## config.mk

```make
export PLATFORM = sky130hd
export DESIGN_NAME = instr_issue_unit_flat
export DESIGN_NICKNAME = d
export VERILOG_FILES = /design/src/rtl/instr_issue_unit_if.sv /design/src/rtl/instr_issue_unit.sv /design/src/flat_wrapper.sv
export SDC_FILE = /design/constraint.sdc
export NUM_CORES = 1
export LEC_CHECK = 0
export CORE_MARGIN = 4
export CORE_UTILIZATION = 45
export DETAILED_ROUTE_END_ITERATION = 8
export PLACE_DENSITY = 0.74
export SLEW_MARGIN = 25
export SYNTH_ARGS = -nofsm -noshare
export SYNTH_HDL_FRONTEND = slang
export SYNTH_SLANG_ARGS = --single-unit
```

## constraint.sdc

```tcl
create_clock -name clk -period 10.1 [get_ports clk]
set_input_delay 1.515 -clock clk [delete_from_list [all_inputs] [get_ports clk]]
set_output_delay 1.515 -clock clk [all_outputs]
set_load 0.03 [all_outputs]
```

## src/rtl/instr_issue_unit_if.sv

```systemverilog
// Instruction, memory and ALU handshake bundle for instr_issue_unit.
// The issue unit is the slave side; the environment (memory, ALU, instruction source) is the master.
interface instr_issue_unit_if #(
    parameter int DATA_W = 8,
    parameter int ADDR_W = 14,
    parameter int OP_W   = 4,
    parameter int RSEL_W = 1
);
    localparam int IW = OP_W + ADDR_W + RSEL_W;

    logic                  instr_valid;
    logic                  instr_ready;
    logic [IW-1:0]         instr;

    logic                  mem_load;
    logic                  mem_store;
    logic [ADDR_W-1:0]     mem_addr;
    logic [2*DATA_W-1:0]   mem_wdata;
    logic                  mem_done;
    logic [DATA_W-1:0]     mem_rdata;

    logic                  alu_start;
    logic [OP_W-1:0]       alu_op;
    logic [DATA_W-1:0]     alu_a;
    logic [DATA_W-1:0]     alu_b;
    logic                  alu_done;
    logic [2*DATA_W-1:0]   alu_result;

    logic                  done;
    logic                  busy;
    logic                  err;

    modport slave (
        input  instr_valid, instr, mem_done, mem_rdata, alu_done, alu_result,
        output instr_ready, mem_load, mem_store, mem_addr, mem_wdata,
               alu_start, alu_op, alu_a, alu_b, done, busy, err
    );

    modport master (
        output instr_valid, instr, mem_done, mem_rdata, alu_done, alu_result,
        input  instr_ready, mem_load, mem_store, mem_addr, mem_wdata,
               alu_start, alu_op, alu_a, alu_b, done, busy, err
    );
endinterface

```

## src/rtl/instr_issue_unit.sv

```systemverilog
// In-order instruction issue unit: buffers instruction words in a small FIFO and issues them
// one at a time to a memory port or an ALU, tracking completion with a wait-cycle timeout.
module instr_issue_unit #(
    parameter int DATA_W   = 8,
    parameter int ADDR_W   = 14,
    parameter int OP_W     = 4,
    parameter int RSEL_W   = 1,
    parameter int DEPTH    = 4,
    parameter int TIMEOUT  = 64,
    parameter int OP_NOP   = 0,
    parameter int OP_LOAD  = 8,
    parameter int OP_STORE = 9
) (
    input  logic             clk,
    input  logic             reset,
    instr_issue_unit_if.slave bus
);
    localparam int IW   = OP_W + ADDR_W + RSEL_W;
    localparam int AW   = $clog2(DEPTH);
    localparam int CW   = $clog2(TIMEOUT) + 1;
    localparam int NREG = 2**RSEL_W;

    typedef enum logic [1:0] {IDLE, MEM_WAIT, ALU_WAIT} state_t;

    state_t              state_q, state_d;

    logic [IW-1:0]       fifo_mem [DEPTH];
    logic [AW-1:0]       wptr_q, wptr_d, rptr_q, rptr_d;
    logic [AW:0]         count_q, count_d;
    logic                full, push, pop;

    logic                mem_load_q, mem_load_d;
    logic                mem_store_q, mem_store_d;
    logic [ADDR_W-1:0]   mem_addr_q, mem_addr_d;
    logic [2*DATA_W-1:0] mem_wdata_q, mem_wdata_d;
    logic                alu_start_q, alu_start_d;
    logic [OP_W-1:0]     alu_op_q, alu_op_d;
    logic [DATA_W-1:0]   alu_a_q, alu_a_d;
    logic [DATA_W-1:0]   alu_b_q, alu_b_d;
    logic                done_q, done_d;
    logic                err_q, err_d;
    logic [2*DATA_W-1:0] result_q, result_d;
    logic [RSEL_W-1:0]   rsel_q, rsel_d;
    logic [CW-1:0]       wcnt_q, wcnt_d;
    logic [DATA_W-1:0]   regs_q [NREG];
    logic                reg_we;

    logic [IW-1:0]       head;
    logic [OP_W-1:0]     h_op;
    logic [ADDR_W-1:0]   h_addr;
    logic [RSEL_W-1:0]   h_rsel, h_rsel_nx;

    assign head      = fifo_mem[rptr_q];
    assign h_op      = head[IW-1 -: OP_W];
    assign h_addr    = head[RSEL_W +: ADDR_W];
    assign h_rsel    = head[RSEL_W-1:0];
    assign h_rsel_nx = h_rsel + RSEL_W'(1);

    // Ready depends only on occupancy, so a full FIFO refuses a push even if it pops this cycle.
    assign full = (count_q == (AW+1)'(DEPTH));
    assign push = bus.instr_valid && !full;

    always_comb begin
        rptr_d  = rptr_q + AW'(pop);
        wptr_d  = wptr_q + AW'(push);
        count_d = count_q + (AW+1)'(push) - (AW+1)'(pop);
    end

    always_ff @(posedge clk) begin
        if (push) begin
            fifo_mem[wptr_q] <= bus.instr;
        end
    end

    always_comb begin
        state_d     = state_q;
        mem_load_d  = mem_load_q;
        mem_store_d = mem_store_q;
        mem_addr_d  = mem_addr_q;
        mem_wdata_d = mem_wdata_q;
        alu_start_d = alu_start_q;
        alu_op_d    = alu_op_q;
        alu_a_d     = alu_a_q;
        alu_b_d     = alu_b_q;
        done_d      = 1'b0;
        err_d       = err_q;
        result_d    = result_q;
        rsel_d      = rsel_q;
        wcnt_d      = wcnt_q;
        pop         = 1'b0;
        reg_we      = 1'b0;

        unique case (state_q)
            IDLE: begin
                if (count_q != '0) begin
                    pop    = 1'b1;
                    wcnt_d = '0;
                    if (h_op == OP_W'(OP_NOP)) begin
                        done_d = 1'b1;
                    end else if (h_op == OP_W'(OP_LOAD)) begin
                        mem_load_d = 1'b1;
                        mem_addr_d = h_addr;
                        rsel_d     = h_rsel;
                        state_d    = MEM_WAIT;
                    end else if (h_op == OP_W'(OP_STORE)) begin
                        mem_store_d = 1'b1;
                        mem_addr_d  = h_addr;
                        mem_wdata_d = result_q;
                        state_d     = MEM_WAIT;
                    end else begin
                        alu_start_d = 1'b1;
                        alu_op_d    = h_op;
                        alu_a_d     = regs_q[h_rsel];
                        alu_b_d     = regs_q[h_rsel_nx];
                        state_d     = ALU_WAIT;
                    end
                end
            end
            // Completion is tested before the timeout so a done on the last wait cycle still retires.
            MEM_WAIT: begin
                if (bus.mem_done) begin
                    mem_load_d  = 1'b0;
                    mem_store_d = 1'b0;
                    done_d      = 1'b1;
                    reg_we      = mem_load_q;
                    state_d     = IDLE;
                end else if (wcnt_q == CW'(TIMEOUT - 1)) begin
                    mem_load_d  = 1'b0;
                    mem_store_d = 1'b0;
                    err_d       = 1'b1;
                    state_d     = IDLE;
                end else begin
                    wcnt_d = wcnt_q + CW'(1);
                end
            end
            ALU_WAIT: begin
                if (bus.alu_done) begin
                    alu_start_d = 1'b0;
                    result_d    = bus.alu_result;
                    done_d      = 1'b1;
                    state_d     = IDLE;
                end else if (wcnt_q == CW'(TIMEOUT - 1)) begin
                    alu_start_d = 1'b0;
                    err_d       = 1'b1;
                    state_d     = IDLE;
                end else begin
                    wcnt_d = wcnt_q + CW'(1);
                end
            end
            default: state_d = IDLE;
        endcase
    end

    always_ff @(posedge clk or posedge reset) begin
        if (reset) begin
            state_q     <= IDLE;
            wptr_q      <= '0;
            rptr_q      <= '0;
            count_q     <= '0;
            mem_load_q  <= 1'b0;
            mem_store_q <= 1'b0;
            mem_addr_q  <= '0;
            mem_wdata_q <= '0;
            alu_start_q <= 1'b0;
            alu_op_q    <= '0;
            alu_a_q     <= '0;
            alu_b_q     <= '0;
            done_q      <= 1'b0;
            err_q       <= 1'b0;
            result_q    <= '0;
            rsel_q      <= '0;
            wcnt_q      <= '0;
        end else begin
            state_q     <= state_d;
            wptr_q      <= wptr_d;
            rptr_q      <= rptr_d;
            count_q     <= count_d;
            mem_load_q  <= mem_load_d;
            mem_store_q <= mem_store_d;
            mem_addr_q  <= mem_addr_d;
            mem_wdata_q <= mem_wdata_d;
            alu_start_q <= alu_start_d;
            alu_op_q    <= alu_op_d;
            alu_a_q     <= alu_a_d;
            alu_b_q     <= alu_b_d;
            done_q      <= done_d;
            err_q       <= err_d;
            result_q    <= result_d;
            rsel_q      <= rsel_d;
            wcnt_q      <= wcnt_d;
        end
    end

    always_ff @(posedge clk or posedge reset) begin
        if (reset) begin
            for (int i = 0; i < NREG; i++) begin
                regs_q[i] <= '0;
            end
        end else if (reg_we) begin
            regs_q[rsel_q] <= bus.mem_rdata;
        end
    end

    assign bus.instr_ready = !full;
    assign bus.mem_load    = mem_load_q;
    assign bus.mem_store   = mem_store_q;
    assign bus.mem_addr    = mem_addr_q;
    assign bus.mem_wdata   = mem_wdata_q;
    assign bus.alu_start   = alu_start_q;
    assign bus.alu_op      = alu_op_q;
    assign bus.alu_a       = alu_a_q;
    assign bus.alu_b       = alu_b_q;
    assign bus.done        = done_q;
    assign bus.err         = err_q;
    assign bus.busy        = (state_q != IDLE) || (count_q != '0);
endmodule

```

## src/flat_wrapper.sv

```systemverilog
// flat-port wrapper written by rule: the top's interface ports become plain ports
module instr_issue_unit_flat 
#(
    parameter int DATA_W   = 8,
    parameter int ADDR_W   = 14,
    parameter int OP_W     = 4,
    parameter int RSEL_W   = 1,
    parameter int DEPTH    = 4,
    parameter int TIMEOUT  = 64,
    parameter int OP_NOP   = 0,
    parameter int OP_LOAD  = 8,
    parameter int OP_STORE = 9
)
  (clk, reset, bus_instr_valid, bus_instr, bus_mem_done, bus_mem_rdata, bus_alu_done, bus_alu_result, bus_instr_ready, bus_mem_load, bus_mem_store, bus_mem_addr, bus_mem_wdata, bus_alu_start, bus_alu_op, bus_alu_a, bus_alu_b, bus_done, bus_busy, bus_err);
  instr_issue_unit_if #(.DATA_W(DATA_W), .ADDR_W(ADDR_W), .OP_W(OP_W), .RSEL_W(RSEL_W)) bus_i ();
  input  logic clk;
  input  logic reset;
  input wire logic [$bits(bus_i.instr_valid)-1:0] bus_instr_valid;
  input wire logic [$bits(bus_i.instr)-1:0] bus_instr;
  input wire logic [$bits(bus_i.mem_done)-1:0] bus_mem_done;
  input wire logic [$bits(bus_i.mem_rdata)-1:0] bus_mem_rdata;
  input wire logic [$bits(bus_i.alu_done)-1:0] bus_alu_done;
  input wire logic [$bits(bus_i.alu_result)-1:0] bus_alu_result;
  output wire logic [$bits(bus_i.instr_ready)-1:0] bus_instr_ready;
  output wire logic [$bits(bus_i.mem_load)-1:0] bus_mem_load;
  output wire logic [$bits(bus_i.mem_store)-1:0] bus_mem_store;
  output wire logic [$bits(bus_i.mem_addr)-1:0] bus_mem_addr;
  output wire logic [$bits(bus_i.mem_wdata)-1:0] bus_mem_wdata;
  output wire logic [$bits(bus_i.alu_start)-1:0] bus_alu_start;
  output wire logic [$bits(bus_i.alu_op)-1:0] bus_alu_op;
  output wire logic [$bits(bus_i.alu_a)-1:0] bus_alu_a;
  output wire logic [$bits(bus_i.alu_b)-1:0] bus_alu_b;
  output wire logic [$bits(bus_i.done)-1:0] bus_done;
  output wire logic [$bits(bus_i.busy)-1:0] bus_busy;
  output wire logic [$bits(bus_i.err)-1:0] bus_err;
  assign bus_i.instr_valid = bus_instr_valid;
  assign bus_i.instr = bus_instr;
  assign bus_i.mem_done = bus_mem_done;
  assign bus_i.mem_rdata = bus_mem_rdata;
  assign bus_i.alu_done = bus_alu_done;
  assign bus_i.alu_result = bus_alu_result;
  assign bus_instr_ready = bus_i.instr_ready;
  assign bus_mem_load = bus_i.mem_load;
  assign bus_mem_store = bus_i.mem_store;
  assign bus_mem_addr = bus_i.mem_addr;
  assign bus_mem_wdata = bus_i.mem_wdata;
  assign bus_alu_start = bus_i.alu_start;
  assign bus_alu_op = bus_i.alu_op;
  assign bus_alu_a = bus_i.alu_a;
  assign bus_alu_b = bus_i.alu_b;
  assign bus_done = bus_i.done;
  assign bus_busy = bus_i.busy;
  assign bus_err = bus_i.err;
  instr_issue_unit #(.DATA_W(DATA_W), .ADDR_W(ADDR_W), .OP_W(OP_W), .RSEL_W(RSEL_W), .DEPTH(DEPTH), .TIMEOUT(TIMEOUT), .OP_NOP(OP_NOP), .OP_LOAD(OP_LOAD), .OP_STORE(OP_STORE)) u_core (.clk(clk), .reset(reset), .bus(bus_i));
endmodule
```

# Word-level counts from Yosys, hierarchy flattened
# Memory sizes are Yosys's and may differ from the RTL's.
# Index checks and enable logic that the tools add are counted.
[word_totals] register_bits=104 ram_bits=76 in_bits=48 output_inout_bits=57 wordCells=132 mem_count=1
[classes] n_addsub=6 n_lt_le_gt_ge=4 n_eq_ne=16 n_mux=56 bitwise_logic=6 reduce_logical=24
[mem_list] memory="u_core.fifo_mem" depth=4 width=19 rd=1 rd_ports_with_merged_regs=0 wr=1 line="instr_issue_unit.sv:27" source="logic [IW-1:0] fifo_mem [DEPTH];"
[ops] op="$mux W8" n=7
[ops] op="$mux W14" n=2
[ops] op="$mux W7" n=4
[ops] op="$mux W1" n=27
[ops] op="$pmux W7 S3" n=1
[ops] op="$bwmux W16" n=1
[ops] op="$reduce_and A5 Y1" n=3
[ops] op="$mux W2" n=7
[ops] op="$reduce_and A4 Y1" n=3
[ops] op="$reduce_and A6 Y1" n=2
[ops] op="$ne A2 B2 Y1 const B" n=5
[ops] op="$reduce_bool A2 Y1" n=5
[ops] op="$demux W8 S1" n=1
[ops] op="$eq A4 B4 Y1 const B" n=2
[ops] op="$pmux W1 S2" n=4
[ops] op="$add A7 B1 Y7 const B" n=1
[ops] op="$eq A7 B6 Y1 const B" n=1
[ops] op="$ge A2 B2 Y1 const B" n=3
[ops] op="$ne A2 B1 Y1 const B" n=3
[ops] op="$ne A3 B2 Y1 const B" n=2
[ops] op="$not A1 Y2" n=3
[ops] op="$pmux W2 S3" n=1
[ops] op="$reduce_bool A3 Y1" n=2
[ops] op="$add A2 B1 Y2" n=2
[ops] op="other kinds (16)" n=20

# Longest topological paths before layout
# Gate-level depths: netlist of the first run.
# An unclocked memory read counts as a cell.
[logic_depth] word_depth=7 ltp_mapped=10 mapped_depth_nobuf=9

# Least setup slack after synthesis of the first run
# OpenSTA, ideal clock, no wires.
[synth_timing] path_kind="input-to-reg" from="input port bus_instr_valid" to="memory u_core.fifo_mem[1][0] (netlist name) (enable)" setup_ns=0.423 t_arrival_ns=3.073 t_required_ns=9.677 slack_ns=6.604 path_stages=2 n_path_buf=0 cell_sequence="nand2_1 -> nor3b_1"
[synth_via] elab_chain_len=3
[synth_lines] element="start, declared" line="flat_wrapper.sv:18" source="input wire logic [$bits(bus_i.instr_valid)-1:0] bus_instr_valid;"
[synth_lines] element="$logic_and A1 B1 Y1" line="instr_issue_unit.sv:61" source="assign push = bus.instr_valid && !full;"
[synth_lines] element="$mux W1" line="instr_issue_unit.sv:70" source="if (push) begin"
[synth_lines] element="$mux W1 (implied by the code)" line="instr_issue_unit.sv:71" source="fifo_mem[wptr_q] <= bus.instr;"
[synth_lines] element="end, declared" line="instr_issue_unit.sv:27"
# No other way between the ends.

# Worst setup path in the final report of the first run
[layout_timing] from="register u_core.state_q[0]" to="output port bus_busy"
[layout_via] elab_chain_len=2
[layout_lines] element="start, declared" line="instr_issue_unit.sv:25" source="state_t state_q, state_d;"
[layout_lines] element="start signal, assigned" line="instr_issue_unit.sv:174" source="state_q <= state_d;"
[layout_lines] element="$reduce_bool A2 Y1" line="instr_issue_unit.sv:215" source="assign bus.busy = (state_q != IDLE) || (count_q != '0);"
[layout_lines] element="$logic_or A1 B1 Y1" line="instr_issue_unit.sv:215"
[layout_lines] element="end, declared" line="flat_wrapper.sv:34" source="output wire logic [$bits(bus_i.busy)-1:0] bus_busy;"
# No other way between the ends.

==> results of run 1 <==
## worst reg2reg max path: stages, from the launching register on
cell and delay, ns:
dfrtp_1 0.96, mux4_1 0.55, nand2b_1 0.30, a21oi_4 0.64, mux2_2 0.43
## stage by stage
stage,cells,utilization [%],hold WS [ns]
2_1_floorplan,430,-,0.474
3_3_place_gp,737,53.9,0.459
3_5_place_dp,737,54.0,0.470
4_1_cts,769,57.7,0.483
5_1_grt,769,57.7,0.497
6_report,769,57.7,0.478
## state kept, by name (all words and copies together) (netlist names)
signal	count
u_core.bus.err	1
u_core.regs_q	16
u_core.bus.mem_load	1
u_core.bus.alu_op	4
u_core.bus.alu_start	1
u_core.wcnt_q	7
u_core.fifo_mem	76
u_core.bus.mem_wdata	16
u_core.rsel_q	1
u_core.bus.mem_addr	14
u_core.bus.alu_a	8
u_core.rptr_q	2
u_core.result_q	16
u_core.state_q	2
u_core.bus.alu_b	8
u_core.bus.done	1
u_core.wptr_q	2
u_core.bus.mem_store	1
u_core.count_q	3
## synth_stat cells, drive strengths merged, types with 2 or more instances
master,n
a21oi,6
a221o,2
a31oi,6
and2,2
buf,10
clkbuf,8
dfrtp,104
edfxtp,76
ha,8
inv,18
mux2,99
mux2i,2
mux4,19
nand2,15
nand2b,2
nand3,4
nand4,3
nand4b,2
nor2,5
nor3,3
o21ai,6
o22ai,3
o31ai,2
xnor2,4
## logic make-up (layout without fill, tap and decap cells)
logic type	Yosys count	in the layout	share of synthesized area [%]
xor gates and xnor gates	5	5	0.597
adders and majority gates	9	9	1.64
buffers and inverters	36	159	2.29
DFF	180	180	66.6
and+or+nand+nor	44	44	3.52
AOI/OAI and AO/OA	36	36	3.40
muxes	120	120	21.9
## power by group through the flow
stage          Sequential [uW]  Clock [uW]  Combinational [uW]
2_1_floorplan             1300           0                 688
3_3_place_gp              1140           0                1190
3_5_place_dp              1160           0                1220
4_1_cts                   1150         667                1230
5_1_grt                   1180         700                1300
6_report                  1150         653                1210
## final cells by class
class	instances	area, um2	share of cell area (%)
clock inverter	9	103	1.11
tap	216	270	2.94
multi-input combinational	214	2310	25.1
clock buffer	23	488	5.30
timing repair buffer	109	1080	11.7
inverter	18	70.1	0.761
sequential	180	4880	53.1
## routing by layer
| metal | wire length (um) | vias to the layer above |
|---|---|---|
| met5 | 0 | - |
| met4 | 197 | 0 |
| met3 | 729 | 16 |
| met2 | 7330 | 116 |
| met1 | 6040 | 2079 |
| li1 | - | 1847 |
## final timing paths
check                                       to              start  slack (ns)  depth (start not counted)
max                                   bus_busy  u_core.state_q[0]        5.91                          4
min                             u_core.bus.err     u_core.bus.err        0.48                          1
max reg2reg                u_core.bus.alu_a[5]   u_core.rptr_q[1]        7.11                          4
min reg2reg                     u_core.bus.err     u_core.bus.err        0.48                          1
max in group asynchronous     u_core.regs_q[4]              reset        7.41                          3
min in group asynchronous   u_core.result_q[3]              reset        1.53                          2
==> metrics.cfg, run 1 <==
[setup_path]
slowest_stage=or4b_2
cpPeakStageDelay_ns=0.71
worstSetupEndpointType=output port
worstPathCellList=inv_1 > ha_1 > or4b_2 > clkdlybuf4s50_1
cp_max_fo=9
start_kind=flip-flop
cp_top_family=buffers and inverters
cp_data_required_time_ns=8.59
crit_type=flip-flop to output port
cp_data_arrival_time_ns=2.67
critPathBufInv=2

[sta]
finalClockSkew_ns=0.00619
finalHoldViolCount=0
relSlewSlack_pct=37.0
setup_viol=0
post-route-period-util_pct=41.5
setup_ws_ns=5.91
fin_tns_setup_ns=0
slew_viol_final=0
grt_setup_unrepaired=no
fmax_mhz=239
worst_pin_slew_ns=0.945
min_period_ns=4.19

[floorplan]
start_util_pct=46.0
io_pins=105
die_height_um=136
dieArea_um2=18400
core_area_um2=15900
row_count=46
dieWidth_um=136

[job]
cap_violations=0

[logic_synthesis]
synth.top_cell.area_share_pct=35.5
synth_area_leaders=dfrtp_1 36%, edfxtp_1 31%, mux2_2 14%
seq_area_frac_synth_pct=66.6
synth_seq_cells=180
yosysTopAreaCell=dfrtp_1
ys_types=52
syn_avg_cell_area_um2=17.0
synth_edf_count=76
synth_nets=487
syn_area_um2=7330
syn_inst=430
async_flop_share_pct=57.8
synthFlopType=dfrtp_1
ys_warn_count=0

[cts]
cts_setup_buffers=0
numCtsBuffers=17
cts_buffer_depth=2
cts.sinks=180
cts_resized=0
htreeDepth=4
cts_root_buf=clkbuf_16
clkTransAtPathRegs_ns=0.06
hold_buffers=0
cts_tree=done
clk_latency_ns=0.42

[global_routing]
grt_overflow=0
grt.met3_usage_pct=3.83
grt_max_degree=55
grtUsageTotal_pct=16.3
antenna_found_initial=0
grt_use_met1_pct=20.7
gr-usage-met2_pct=27.8
grt_pass1_vias=4412
grt_pass1_wl_mm=23.0
grt-busiest-layer=met2

[cells_and_area]
fin_area_um2=9210
layout_common_cells=104 x clkdlybuf4s50_1, 104 x dfrtp_1, 89 x mux2_2, 76 x edfxtp_1
drive_gt1_share_pct=29.5
nFillCells=1225
antenna_cells=0
syn_to_final_growth_pct=25.6
fin_nets=597

[route]
first_pass_iters=4
routedWlPerCell_um=18.6
drc=0
drt_iter0_drc=263
num_vias=4058
ant_nets=0
viasPerCell=5.28
routed_wl_mm=14.3

[placed_design]
dp_slack_ns=6.37
io_buffer_count=104
place_area_um2=8610
hpwl_mm=9.61
place.gp.congestion=0.877

[power]
combPwrFrac_pct=40.2
powerDensity_nw_per_um2=327
p_seq_share_pct=38.1
sw_frac_of_total_pct=33.9
switchingPower_uw=1020
total_power_uw=3010
clockPowerShare_pct=21.7
p_leak_uw=0.00368
p_int_uw=1990
ir_drop_uv=199

[run_status]
status=completed

[hold_path]
hold_path.class=flip-flop to flip-flop

Note: power is estimated with default switching activity, not from simulation.
==> run 2, diff against run 1 <==
Settings changed: PLACE_DENSITY 0.74 to 0.77.
Clock period 10.1 ns to 3.7 ns, I/O delays scaled along.
==> metrics.cfg, run 2 (synthesis results as in run 1) <==
[route]
ant_nets=0  ; unchanged
routed_wl_mm=14.2  ; -0.90%
first_pass_iters=4  ; unchanged
routedWlPerCell_um=18.3  ; -1.8%
drt_iter0_drc=221  ; -16%
num_vias=4093  ; +0.86%
drc=0  ; unchanged
viasPerCell=5.27  ; about the same

[power]
powerDensity_nw_per_um2=885  ; +170%
total_power_uw=8150  ; +170%
p_leak_uw=0.00369  ; +0.38%
ir_drop_uv=453  ; +130%

[global_routing]
grt_max_degree=64  ; +16%
antenna_found_initial=0  ; unchanged
grt_pass1_wl_mm=23.2  ; +0.93%
grt_pass1_vias=4459  ; +1.1%
grt_overflow=0  ; unchanged
grtUsageTotal_pct=16.3  ; about the same

[placed_design]
io_buffer_count=104  ; unchanged
dpl.cell_count=744  ; +0.95%
place.gp.congestion=0.868  ; -1.0%
hpwl_mm=9.83  ; +2.3%
dp_slack_ns=0.949  ; -5.42 ns

[sta]
worst_pin_slew_ns=0.923  ; -0.0219 ns
min_period_ns=3.20
post-route-period-util_pct=86.5
hold_ws_ns=0.486  ; +0.00774 ns
relSlewSlack_pct=37.9  ; +0.93 points
fmax_mhz=312
slew_viol_final=0  ; unchanged
setup_ws_ns=0.498  ; -5.41 ns
setup_viol=0  ; unchanged
finalHoldViolCount=0  ; unchanged
fin_tns_setup_ns=0  ; unchanged
grt_setup_unrepaired=no
finalClockSkew_ns=0.00983  ; +0.00364 ns

[floorplan]
dieWidth_um=136  ; unchanged
dieArea_um2=18400  ; unchanged
core_area_um2=15900  ; unchanged
io_pins=105  ; unchanged
die_height_um=136  ; unchanged
start_util_pct=46.0  ; unchanged
row_count=46  ; unchanged

[hold_path]
whs_endpoint=u_core.bus.err
holdPathStages=1  ; unchanged
hold_path.class=flip-flop to flip-flop
worstHoldStart=u_core.bus.err

[cts]
clkTransAtPathRegs_ns=0.06  ; about the same
cts.sinks=180  ; unchanged
cts_resized=0  ; unchanged
cts_buffer_depth=2  ; unchanged
clk_latency_ns=0.42  ; about the same
numCtsBuffers=17  ; unchanged
htreeDepth=4  ; unchanged
cts_root_buf=clkbuf_16
cts_setup_buffers=0  ; unchanged
hold_buffers=0  ; unchanged
cts_tree=done

[setup_path]
r2r-end=u_core.bus.mem_addr[2]
worst_r2r_startpoint=u_core.rptr_q[0]
r2r_cells=5  ; +1
reg2reg_slack_ns=1.01  ; -6.10 ns
start_kind=flip-flop
cpPeakStageDelay_ns=0.71  ; about the same
cp_max_fo=9  ; unchanged
slowest_stage=or4b_2
worstSetupEndpointType=output port
cp_data_arrival_time_ns=2.65  ; -0.02 ns
cp_data_required_time_ns=3.14  ; -5.45 ns
worstPathCellList=inv_1 > ha_1 > or4b_2 > clkdlybuf4s50_1
crit_type=flip-flop to output port

[job]
cap_violations=0  ; unchanged

[cells_and_area]
largest_register=u_core.fifo_mem
fin_cells=776  ; +0.91%
antenna_cells=0  ; unchanged
layout_common_cells=104 x clkdlybuf4s50_1, 104 x dfrtp_1, 89 x mux2_2, 76 x edfxtp_1
syn_to_final_growth_pct=25.7  ; about the same
largest_reg_flops=76  ; unchanged
fin_nets=604  ; +1.2%
nFillCells=1248  ; +1.9%
drive_gt1_share_pct=30.2  ; +0.70 points

[run_status]
status=completed

-- run 2: per-stage QoR --
| stage | utilization [%] | instance area, um2 |
|---|---|---|
| after floorplan | - | 7330 |
| after global placement | 54.3 | 8650 |
| after detailed placement | 54.3 | 8650 |
| after CTS | 57.8 | 9220 |
| after global routing | 57.8 | 9220 |
| final | 57.8 | 9220 |
-- run 2: final cells by class --
cell class / instances / area [um2] / share of cell area (%)
Inverter: 18 / 70.1 / 0.760
Clock buffer: 19 / 443 / 4.81
Tap cell: 216 / 270 / 2.93
Timing Repair Buffer: 116 / 1130 / 12.3
Multi-Input combinational cell: 214 / 2290 / 24.9
Sequential cell: 180 / 4880 / 53.0
Clock inverter: 13 / 123 / 1.33
-- run 2: critical path: cells and delay by family, from the launching register on --
kind / cells / cell delay, ns
DFF: 1 / 0.42
and+or+nand+nor: 1 / 0.71
adders and majority gates: 1 / 0.31
buffers and inverters: 2 / 0.80
-- run 2: worst max path at each step --
stage | depth (start not counted) | end | from | slack (ns)
finish | 4 | bus_busy | u_core.state_q[1] | 0.50
global route | 4 | bus_busy | u_core.state_q[1] | 0.36
CTS | 4 | bus_busy | u_core.state_q[1] | 0.49
detailed placement | 4 | bus_busy | u_core.state_q[1] | 0.95
global placement | 4 | bus_busy | u_core.state_q[0] | 1.0
floorplan | 1 | u_core.bus.alu_a[0] | reset | 0.41
-- run 2: metal layers --
metal / up-vias / wire length [um] / track usage [%]
li1: 1862 / - / -
met1: 2123 / 6010 / 20.5
met2: 92 / 7210 / 28.2
met3: 16 / 771 / 3.94
met4: 0 / 180 / 4.87
met5: - / 0 / 0
-- run 2: report_power, final --
group	total, uW	internal, uW	switching (uW)
Combinational	3340	1630	1700
Clock	1700	955	749
Sequential	3110	2760	352
==> run 3, diff against run 2 <==
Settings changed: CORE_MARGIN 4 to 1.
==> metrics.cfg, run 3 (synthesis results as in run 1) <==
[run_status]
status=completed

[sta]
fin_tns_setup_ns=0  ; unchanged
finalClockSkew_ns=0.00995  ; +0.000119 ns
worst_pin_slew_ns=0.886  ; -0.0373 ns
min_period_ns=3.21  ; +0.0116 ns
fmax_mhz=311  ; -0.36%
finalHoldViolCount=0  ; unchanged
relSlewSlack_pct=40.4  ; +2.5 points
slew_viol_final=0  ; unchanged
grt_setup_unrepaired=no
setup_ws_ns=0.486  ; -0.0116 ns
hold_ws_ns=0.485  ; -0.000579 ns
setup_viol=0  ; unchanged
post-route-period-util_pct=86.9  ; +0.31 points

[floorplan]
die_height_um=130  ; -4.4%
dieWidth_um=130  ; -4.4%
row_count=46  ; unchanged
start_util_pct=46.1  ; +0.17 points
io_pins=105  ; unchanged
dieArea_um2=16800  ; -8.7%
core_area_um2=15900  ; -0.36%

[setup_path]
cp_data_arrival_time_ns=2.66  ; about the same
worstSetupEndpointType=output port
cp_max_fo=9  ; unchanged
cp_data_required_time_ns=3.14  ; about the same
start_kind=flip-flop
crit_type=flip-flop to output port

[route]
num_vias=4127  ; +0.83%
drc=0  ; unchanged
ant_nets=0  ; unchanged
drt_iter0_drc=213  ; -3.6%
routed_wl_mm=14.3  ; +1.0%
first_pass_iters=4  ; unchanged
routedWlPerCell_um=18.5  ; +1.1%
viasPerCell=5.33  ; +0.96%

[cells_and_area]
fin_nets=603  ; -0.17%
syn_to_final_growth_pct=25.8  ; about the same
multiInputGateArea_um2=2290  ; unchanged
largest_register=u_core.fifo_mem
fin_area_um2=9220  ; about the same
layout_common_cells=104 x clkdlybuf4s50_1, 104 x dfrtp_1, 89 x mux2_2, 76 x edfxtp_1
final_util_pct=58.0  ; +0.23 points
drive_gt1_share_pct=29.7  ; -0.48 points
antenna_cells=0  ; unchanged
largest_reg_flops=76  ; unchanged
nFillCells=1245  ; -0.24%
regArea_um2=4880  ; unchanged

[cts]
cts_setup_buffers=0  ; unchanged
cts_root_buf=clkbuf_16
clk_latency_ns=0.42  ; about the same
cts_buffer_depth=2  ; unchanged
clkTransAtPathRegs_ns=0.06  ; about the same
cts.sinks=180  ; unchanged
numCtsBuffers=17  ; unchanged
htreeDepth=4  ; unchanged
cts_tree=done
hold_buffers=0  ; unchanged
cts_resized=0  ; unchanged

[global_routing]
antenna_found_initial=0  ; unchanged
grt_pass1_vias=4403  ; -1.3%
grt_pass1_wl_mm=23.1  ; -0.39%
grt_overflow=0  ; unchanged
grtUsageTotal_pct=18.6  ; +2.3 points
grt_max_degree=55  ; -14%

[power]
switchingPower_uw=2820  ; +0.50%
sw_frac_of_total_pct=34.3  ; -0.099 points
powerDensity_nw_per_um2=892  ; +0.77%
clockPowerShare_pct=21.3  ; +0.4 points
ir_drop_uv=649  ; +43%
p_leak_uw=0.00369  ; -0.16%
p_int_uw=5400  ; +0.95%
p_seq_share_pct=38.2  ; about the same
combPwrFrac_pct=40.5  ; -0.4 points

[hold_path]
hold_path.class=flip-flop to flip-flop

[placed_design]
dp_slack_ns=0.928  ; -0.0216 ns
io_buffer_count=104  ; unchanged
place.gp.congestion=0.827  ; -4.7%
place_area_um2=8640  ; about the same
hpwl_mm=9.69  ; -1.5%

[job]
cap_violations=0  ; unchanged

==> run 3: cell type report <==
cell class                      instances  area share [%]
Sequential cell                       180            53.0
Multi-Input combinational cell        214            24.9
Timing Repair Buffer                  115            12.2
Clock buffer                           21            4.89
Tap cell                              216            2.93
Clock inverter                         11            1.36
Inverter                               18           0.760
==> run 3: path summary, 6_finish.rpt <==
check | start | cells after the start | slack, ns | end
min | u_core.bus.err | 1 | 0.49 | u_core.bus.err
min in group asynchronous | reset | 2 | 0.60 | u_core.bus.mem_wdata[7]
max in group asynchronous | reset | 3 | 2.28 | u_core.bus.done
max | u_core.state_q[0] | 4 | 0.49 | bus_busy
max reg2reg | u_core.rptr_q[0] | 5 | 1.04 | u_core.bus.mem_wdata[0]
min reg2reg | u_core.bus.err | 1 | 0.49 | u_core.bus.err
==> run 3: critical path, stage by stage (launching register included) <==
cell and delay, ns:
dfrtp_1 0.42, inv_1 0.12, ha_1 0.32, or4b_2 0.71, clkdlybuf4s50_1 0.67
==> run 3: per-stage QoR <==
step           cells  total power, uW
2_1_floorplan    430             5420
3_3_place_gp     743             6380
3_5_place_dp     743             6520
4_1_cts          775             8300
5_1_grt          775             8670
6_report         775             8220
==> run 3: power by group through the flow <==
stage | Sequential [uW] | Combinational (uW) | Clock, uW
final | 3140 | 3330 | 1750
after global routing | 3210 | 3590 | 1870
after CTS | 3140 | 3360 | 1800
after floorplan | 3540 | 1880 | 0
after detailed placement | 3170 | 3350 | 0
after global placement | 3130 | 3260 | 0
==> run 3: per-layer routing <==
metal  routed length [um]  global-route usage, %
met1                 6110                   23.2
met2                 7280                   31.3
met3                  716                   5.37
met4                  199                   6.22
met5                    0                      0
